### src/rtl/meas_snapshot_if.sv
// Bundle of the meas_snapshot control, result and CSR read-port signals.
// Port summary (directions seen from the slave, i.e. the meas_snapshot core):
//   test_start_i, test_done_i   in   1-cycle test begin / last-transaction pulses
//   meas_busy_i                 in   high = measurement block has nothing in flight
//   meas_result_i               in   RES_NUM x 32-bit live result words, word 0 in [31:0]
//   csr_addr_i, csr_read_i      in   read word address and strobe
//   csr_readdata_o              out  read data
//   csr_readdatavalid_o         out  read data valid, one cycle after the strobe
//   snapshot_valid_o            out  snapshot bank holds the last finished test
//   test_running_o              out  a test is in progress
// master: driver of the inputs (test sequencer / CSR block); slave: meas_snapshot.
interface meas_snapshot_if #(
  parameter int unsigned RES_NUM    = 8,
  parameter int unsigned CSR_ADDR_W = 4
);
  logic                    test_start_i;
  logic                    test_done_i;
  logic                    meas_busy_i;
  logic [RES_NUM*32-1:0]   meas_result_i;
  logic [CSR_ADDR_W-1:0]   csr_addr_i;
  logic                    csr_read_i;
  logic [31:0]             csr_readdata_o;
  logic                    csr_readdatavalid_o;
  logic                    snapshot_valid_o;
  logic                    test_running_o;

  modport master (
    output test_start_i, test_done_i, meas_busy_i, meas_result_i, csr_addr_i, csr_read_i,
    input  csr_readdata_o, csr_readdatavalid_o, snapshot_valid_o, test_running_o
  );

  modport slave (
    input  test_start_i, test_done_i, meas_busy_i, meas_result_i, csr_addr_i, csr_read_i,
    output csr_readdata_o, csr_readdatavalid_o, snapshot_valid_o, test_running_o
  );
endinterface

### src/rtl/meas_snapshot.sv
// meas_snapshot: tracks a test run, waits for the measurement pipeline to drain after the
// last transaction, then freezes all result words into a snapshot bank readable over a
// 1-cycle-latency CSR read port (words 0..RES_NUM-1, status at RES_NUM, avg at RES_NUM+1).
// Ports:
//   clk_i  clock
//   rst_i  asynchronous reset, active-high
//   bus    meas_snapshot_if.slave (test pulses, meas_busy_i, result bus, CSR read port,
//          snapshot_valid_o, test_running_o)
// Status word: [0] snapshot valid, [1] drain timeout, [2] test running, [3] divider busy.
// Optional feature: define MEAS_SNAPSHOT_AVG_DEL_EN to add a DIV state computing
// avg = SUM_DEL / RD_REQ with a 32-cycle restoring divider (divisor 0 -> all ones).
module meas_snapshot #(
  parameter int unsigned RES_NUM       = 8,
  parameter int unsigned DRAIN_TIMEOUT = 1024,
  parameter int unsigned IDLE_CONFIRM  = 3,
  parameter int unsigned CSR_ADDR_W    = 4
) (
  input logic            clk_i,
  input logic            rst_i,
  meas_snapshot_if.slave bus
);

  localparam int unsigned DrainW = (DRAIN_TIMEOUT > 2) ? $clog2(DRAIN_TIMEOUT) : 1;
  localparam int unsigned IdleW  = $clog2(IDLE_CONFIRM + 1);

`ifdef MEAS_SNAPSHOT_AVG_DEL_EN
  // SUM_DEL and RD_REQ are the last two words in package order.
  localparam int unsigned SumDelIdx = RES_NUM - 2;
  localparam int unsigned RdReqIdx  = RES_NUM - 1;
  typedef enum logic [2:0] {StIdle, StRun, StDrain, StDiv, StDone} state_e;
`else
  typedef enum logic [2:0] {StIdle, StRun, StDrain, StDone} state_e;
`endif

  state_e              state_q;
  logic [31:0]         bank_q [RES_NUM];
  logic [DrainW-1:0]   drain_cnt_q;
  logic [IdleW-1:0]    idle_cnt_q;
  logic                valid_q;
  logic                timeout_q;
  logic                running_q;
  logic                div_busy;

  logic [IdleW-1:0]    idle_next;
  logic                idle_hit;
  logic                to_hit;

  assign idle_next = bus.meas_busy_i ? idle_cnt_q + IdleW'(1) : '0;
  assign idle_hit  = (idle_next == IdleW'(IDLE_CONFIRM));
  assign to_hit    = (drain_cnt_q == DrainW'(DRAIN_TIMEOUT - 1));

`ifdef MEAS_SNAPSHOT_AVG_DEL_EN
  logic [31:0] avg_q;
  logic [31:0] rem_q;
  logic [31:0] quo_q;
  logic [4:0]  div_cnt_q;
  logic [31:0] divisor;
  logic [32:0] trial;
  logic        trial_ge;
  logic [31:0] rem_step;
  logic [31:0] quo_step;

  // Restoring step: shift the next dividend bit (MSB of quo_q) into the remainder.
  // The true difference always fits 32 bits, so the low-word subtraction is exact.
  assign divisor  = bank_q[RdReqIdx];
  assign trial    = {rem_q, quo_q[31]};
  assign trial_ge = (trial >= {1'b0, divisor});
  assign rem_step = trial_ge ? (trial[31:0] - divisor) : trial[31:0];
  assign quo_step = {quo_q[30:0], trial_ge};
  assign div_busy = (state_q == StDiv);
`else
  assign div_busy = 1'b0;
`endif

  always_ff @(posedge clk_i or posedge rst_i) begin
    if (rst_i) begin
      state_q     <= StIdle;
      for (int k = 0; k < RES_NUM; k++) bank_q[k] <= '0;
      drain_cnt_q <= '0;
      idle_cnt_q  <= '0;
      valid_q     <= 1'b0;
      timeout_q   <= 1'b0;
      running_q   <= 1'b0;
`ifdef MEAS_SNAPSHOT_AVG_DEL_EN
      avg_q       <= '0;
      rem_q       <= '0;
      quo_q       <= '0;
      div_cnt_q   <= '0;
`endif
    end else if (bus.test_start_i) begin
      // A new test restarts from any state; the bank is kept until the next capture.
      state_q     <= StRun;
      drain_cnt_q <= '0;
      idle_cnt_q  <= '0;
      valid_q     <= 1'b0;
      timeout_q   <= 1'b0;
      running_q   <= 1'b1;
`ifdef MEAS_SNAPSHOT_AVG_DEL_EN
      avg_q       <= '0;
`endif
    end else begin
      unique case (state_q)
        StRun: begin
          if (bus.test_done_i) begin
            state_q     <= StDrain;
            drain_cnt_q <= '0;
            idle_cnt_q  <= '0;
          end
        end
        StDrain: begin
          idle_cnt_q  <= idle_next;
          drain_cnt_q <= drain_cnt_q + DrainW'(1);
          if (idle_hit || to_hit) begin
            for (int k = 0; k < RES_NUM; k++) bank_q[k] <= bus.meas_result_i[32*k +: 32];
            // A confirmed idle in the same cycle makes the timeout moot.
            timeout_q <= to_hit && !idle_hit;
`ifdef MEAS_SNAPSHOT_AVG_DEL_EN
            state_q   <= StDiv;
            rem_q     <= '0;
            quo_q     <= bus.meas_result_i[32*SumDelIdx +: 32];
            div_cnt_q <= '0;
`else
            state_q   <= StDone;
            running_q <= 1'b0;
            valid_q   <= 1'b1;
`endif
          end
        end
`ifdef MEAS_SNAPSHOT_AVG_DEL_EN
        StDiv: begin
          if (divisor == 32'h0) begin
            avg_q     <= 32'hFFFF_FFFF;
            state_q   <= StDone;
            running_q <= 1'b0;
            valid_q   <= 1'b1;
          end else begin
            rem_q     <= rem_step;
            quo_q     <= quo_step;
            div_cnt_q <= div_cnt_q + 5'd1;
            if (div_cnt_q == 5'd31) begin
              avg_q     <= quo_step;
              state_q   <= StDone;
              running_q <= 1'b0;
              valid_q   <= 1'b1;
            end
          end
        end
`endif
        default: begin
          // StIdle waits for test_start_i; StDone holds; test_done_i is ignored here.
        end
      endcase
    end
  end

  // CSR read port: data and valid both registered, one cycle after the strobe.
  logic [31:0] status;
  logic [31:0] rdata_d;
  logic [31:0] rdata_q;
  logic        rvalid_q;

  assign status = {28'h0, div_busy, running_q, timeout_q, valid_q};

  always_comb begin
    rdata_d = '0;
    for (int k = 0; k < RES_NUM; k++) begin
      if (bus.csr_addr_i == CSR_ADDR_W'(k)) rdata_d = bank_q[k];
    end
    if (bus.csr_addr_i == CSR_ADDR_W'(RES_NUM)) rdata_d = status;
`ifdef MEAS_SNAPSHOT_AVG_DEL_EN
    if (bus.csr_addr_i == CSR_ADDR_W'(RES_NUM + 1)) rdata_d = avg_q;
`endif
  end

  always_ff @(posedge clk_i or posedge rst_i) begin
    if (rst_i) begin
      rdata_q  <= '0;
      rvalid_q <= 1'b0;
    end else begin
      rvalid_q <= bus.csr_read_i;
      rdata_q  <= bus.csr_read_i ? rdata_d : '0;
    end
  end

  assign bus.csr_readdata_o      = rdata_q;
  assign bus.csr_readdatavalid_o = rvalid_q;
  assign bus.snapshot_valid_o    = valid_q;
  assign bus.test_running_o      = running_q;

endmodule

### src/flat_wrapper.sv
// flat-port wrapper written by rule: the top's interface ports become plain ports
module meas_snapshot_flat 
#(
  parameter int unsigned RES_NUM       = 8,
  parameter int unsigned DRAIN_TIMEOUT = 1024,
  parameter int unsigned IDLE_CONFIRM  = 3,
  parameter int unsigned CSR_ADDR_W    = 4
)
  (clk_i, rst_i, bus_test_start_i, bus_test_done_i, bus_meas_busy_i, bus_meas_result_i, bus_csr_addr_i, bus_csr_read_i, bus_csr_readdata_o, bus_csr_readdatavalid_o, bus_snapshot_valid_o, bus_test_running_o);
  meas_snapshot_if #(.RES_NUM(RES_NUM), .CSR_ADDR_W(CSR_ADDR_W)) bus_i ();
  input logic clk_i;
  input logic rst_i;
  input wire logic [$bits(bus_i.test_start_i)-1:0] bus_test_start_i;
  input wire logic [$bits(bus_i.test_done_i)-1:0] bus_test_done_i;
  input wire logic [$bits(bus_i.meas_busy_i)-1:0] bus_meas_busy_i;
  input wire logic [$bits(bus_i.meas_result_i)-1:0] bus_meas_result_i;
  input wire logic [$bits(bus_i.csr_addr_i)-1:0] bus_csr_addr_i;
  input wire logic [$bits(bus_i.csr_read_i)-1:0] bus_csr_read_i;
  output wire logic [$bits(bus_i.csr_readdata_o)-1:0] bus_csr_readdata_o;
  output wire logic [$bits(bus_i.csr_readdatavalid_o)-1:0] bus_csr_readdatavalid_o;
  output wire logic [$bits(bus_i.snapshot_valid_o)-1:0] bus_snapshot_valid_o;
  output wire logic [$bits(bus_i.test_running_o)-1:0] bus_test_running_o;
  assign bus_i.test_start_i = bus_test_start_i;
  assign bus_i.test_done_i = bus_test_done_i;
  assign bus_i.meas_busy_i = bus_meas_busy_i;
  assign bus_i.meas_result_i = bus_meas_result_i;
  assign bus_i.csr_addr_i = bus_csr_addr_i;
  assign bus_i.csr_read_i = bus_csr_read_i;
  assign bus_csr_readdata_o = bus_i.csr_readdata_o;
  assign bus_csr_readdatavalid_o = bus_i.csr_readdatavalid_o;
  assign bus_snapshot_valid_o = bus_i.snapshot_valid_o;
  assign bus_test_running_o = bus_i.test_running_o;
  meas_snapshot #(.RES_NUM(RES_NUM), .DRAIN_TIMEOUT(DRAIN_TIMEOUT), .IDLE_CONFIRM(IDLE_CONFIRM), .CSR_ADDR_W(CSR_ADDR_W)) u_core (.clk_i(clk_i), .rst_i(rst_i), .bus(bus_i));
endmodule
### config.mk
export PLATFORM = sky130hd
export DESIGN_NAME = meas_snapshot_flat
export DESIGN_NICKNAME = d
export VERILOG_FILES = /design/src/rtl/meas_snapshot_if.sv /design/src/rtl/meas_snapshot.sv /design/src/flat_wrapper.sv
export SDC_FILE = /design/constraint.sdc
export NUM_CORES = 1
export LEC_CHECK = 0
export CAP_MARGIN = 5
export CORE_UTILIZATION = 35
export DETAILED_ROUTE_END_ITERATION = 8
export PLACE_DENSITY = 0.65
export SETUP_SLACK_MARGIN = 0.5
export SYNTH_ARGS = -nofsm -noshare
export SYNTH_HDL_FRONTEND = slang
export SYNTH_SLANG_ARGS = --single-unit
export TNS_END_PERCENT = 10
### constraint.sdc
create_clock -name clk_i -period 10.95 [get_ports clk_i]
set_clock_uncertainty 0.1 [all_clocks]
set_input_delay 2.7375 -clock clk_i [delete_from_list [all_inputs] [get_ports clk_i]]
set_output_delay 2.7375 -clock clk_i [all_outputs]
set_load 0.02 [all_outputs]
==> flow_metrics.py <==
metrics = {
    "drt": {
        "wl_mm": 41.8,
        "drt_iter0_drc": 649,
        "wl_met3_mm": 2.20,
        "firstDrtPassIters": 9,
        "post_drt_wl_per_cell_um": 22.1,
        "post-route-drc-count": 26,
        "wl_met2_mm": 18.9,
        "vias_per_cell": 4.99,
        "highest_layer": "met5",
        "ant_nets": 0,
        "routed-via-count": 9445,
        "m1WireLength_mm": 19.6,
    },
    "timing": {
        "drv_slew": 0,
        "fin_setup_tns_ps": 0,
        "min_period_over_period_pct": 47.8,
        "min_period_ps": 5240,
        "worst_slew_pin_slew_ps": 1150,
        "fmax_ghz": 0.191,
        "rsz0062_at_grt": "no",
        "setup_viol": 0,
        "relSlewSlack_pct": 23.0,
        "finalHoldViolCount": 0,
    },
    "clock_tree": {
        "cts_tree": "done",
        "cts_buffers": 37,
        "htree_levels": 2,
        "cts_root_buf": "clkbuf_16",
        "clock_path_buffers": 3,
        "path_clk_slew_ps": 60,
        "post_cts_buffers": 0,
        "insertion_delay_ps": 550,
        "ctsHoldBuffers": 0,
        "cts_sinks": 306,
        "post_cts_resized": 0,
    },
    "power_and_ir_drop": {
        "power.leakage_nw": 8.15,
        "irDropWorstVdd_v": 0.0000817,
        "power_per_cell_area_mw_per_mm2": 143,
        "p_total_w": 0.00271,
    },
    "final_layout": {
        "design_area_sq_mm": 0.0190,
        "multi_input_area_sq_mm": 0.00628,
        "post-route-util_pct": 46.2,
        "seq_area_sq_mm": 0.00766,
        "fillers": 3690,
        "layout-drive-gt1-share_pct": 28.3,
        "nNetsFinal": 1595,
        "syn_to_final_growth_pct": 29.4,
    },
    "global_route": {
        "grt_pass1_wl_mm": 62.1,
        "grt_max_degree": 131,
        "grt_pass1_vias": 9814,
        "gr-usage-all-layers_pct": 19.6,
        "antenna_found_initial": 7,
        "grt_overflow_total": 0,
    },
    "floorplan": {
        "rows": 74,
        "dieArea_sq_mm": 0.0427,
        "die_w_um": 207,
        "start_util_pct": 35.7,
        "die_h_um": 207,
        "core_sq_mm": 0.0410,
        "design.portCount": 301,
    },
    "synthesis": {
        "post_synth_num_cell_types": 47,
        "synth_edf_count": 0,
        "yosysTopAreaCell": "dfrtp_1",
        "synth_area_sq_mm": 0.0146,
        "synth_warnings": 0,
        "synth_top_area_share_pct": 52.3,
        "synth-seq-cells": 306,
        "ys_top_cells_by_count": "dfrtp_1 (306), mux2_4 (200), mux2_2 (95)",
        "ys.flop_type": "dfrtp_1",
        "ys_seq_area_share_pct": 52.3,
        "synth_area_per_cell_sq_um": 14.0,
        "synth_area_leaders": "dfrtp_1 (52%), mux2_4 (21%), mux2_2 (7.3%)",
        "async_flop_share_pct": 100,
        "synthCells": 1047,
        "synth_nets": 1314,
        "synth.most_common_cell": "dfrtp_1",
    },
    "critical_path": {
        "endpoint_kind": "flop",
        "crit_arrival_ps": 5600,
        "critPathRequiredTime_ps": 11310,
        "critical_path.max_fanout": 29,
        "critPathKind": "in -> reg",
        "start_kind": "input pin",
    },
    "place": {
        "hpwl_mm": 29.5,
        "gp_congestion": 0.829,
        "io_buffers": 300,
        "placed_area_sq_mm": 0.0178,
    },
    "outcome": {
        "status": "finished, violations left",
        "violations": "design-rule violations",
    },
    "run": {
        "max-cap-violations": 0,
    },
    "hold_path": {
        "min_path_type": "reg -> reg",
    },
}
final timing paths:
check	startpoint	to	slack, ps	depth (start not counted)
min	u_core.bank_q[236]$_DFFE_PP0P_	u_core.bank_q[236]$_DFFE_PP0P_	400	1
max	bus_csr_addr_i[1]	u_core.bus.csr_readdata_o[5]$_DFF_PP0_	5710	6
min in group asynchronous	rst_i	u_core.bank_q[223]$_DFFE_PP0P_	2580	2
min reg2reg	u_core.bank_q[236]$_DFFE_PP0P_	u_core.bank_q[236]$_DFFE_PP0P_	400	1
max reg2reg	u_core.state_q[0]$_DFFE_PP0P_	u_core.bank_q[248]$_DFFE_PP0P_	7650	5
max in group asynchronous	rst_i	u_core.bank_q[47]$_DFFE_PP0P_	6290	4
per-stage QoR:
step / cells / worst slack (ps) / hold slack, ps
2_1_floorplan: 1047 / 4040 / 359
3_3_place_gp: 1821 / 5280 / 376
3_5_place_dp: 1821 / 5100 / 384
4_1_cts: 1885 / 5690 / 399
5_1_grt: 1889 / 5550 / 417
6_report: 1892 / 5710 / 400
kinds of logic after synthesis:
family          Yosys count  synth area share (%)
compound gates          180                  8.06
xor+xnor                  7                 0.419
fa+ha+maj                 1                0.0854
buf+inv                  83                  4.99
flops                   306                  52.3
mux                     311                  28.9
simple gates            159                  5.25
report_power, final:
group	switching [W]	leakage, nW	total, W	internal [W]
clock network	0.000487	0.577	0.00119	0.000700
registers	0.0000310	3.97	0.00122	0.00119
logic	0.000123	3.60	0.000305	0.000181
total	0.000642	8.15	0.00271	0.00207
registers in the layout (all words and copies together), names as in the netlist:
name,cells
u_core.bus.snapshot_valid_o,1
u_core.drain_cnt_q,10
u_core.bank_q,256
u_core.state_q,2
u_core.timeout_q,1
u_core.bus.test_running_o,1
u_core.bus.csr_readdatavalid_o,1
u_core.idle_cnt_q,2
u_core.bus.csr_readdata_o,32
layer usage:
| metal | track usage (%) | up-vias |
|---|---|---|
| met2 | 28.8 | 234 |
| met5 | 0 | - |
| met1 | 28.6 | 4814 |
| met3 | 3.97 | 61 |
| met4 | 6.41 | 4 |
| li1 | - | 4332 |
area by class of cell:
cell class / count / share of cell area (%)
flip-flops and latches: 306 / 40.4
multi-input cells: 658 / 33.1
repair buffers: 318 / 16.6
clock buffers: 51 / 5.60
well taps: 532 / 3.51
clock inverters: 13 / 0.508
inverters: 7 / 0.158
diodes: 7 / 0.0924
cell usage in the layout, fill, tap and decap left out, types with 8 or more instances in the layout:
cell type / instances
buf_4: 18
nand2b_1: 13
o21ai_0: 62
a21oi_1: 42
nand2_1: 56
a22oi_1: 23
a32o_1: 21
dfrtp_1: 306
nand3_1: 15
mux2_4: 200
clkinv_2: 10
clkdlybuf4s50_1: 299
nor2_1: 36
clkbuf_16: 39
clkbuf_1: 8
nand3b_1: 11
mux2_2: 95
mux2i_1: 15
critical path: stages:
cell and delay [ps]:
clkdlybuf4s50_1 450, buf_4 270, nand2b_1 650, nor2_2 1070, a22oi_1 180, a21oi_1 210
No activity file was read; power rests on OpenSTA's default activity.
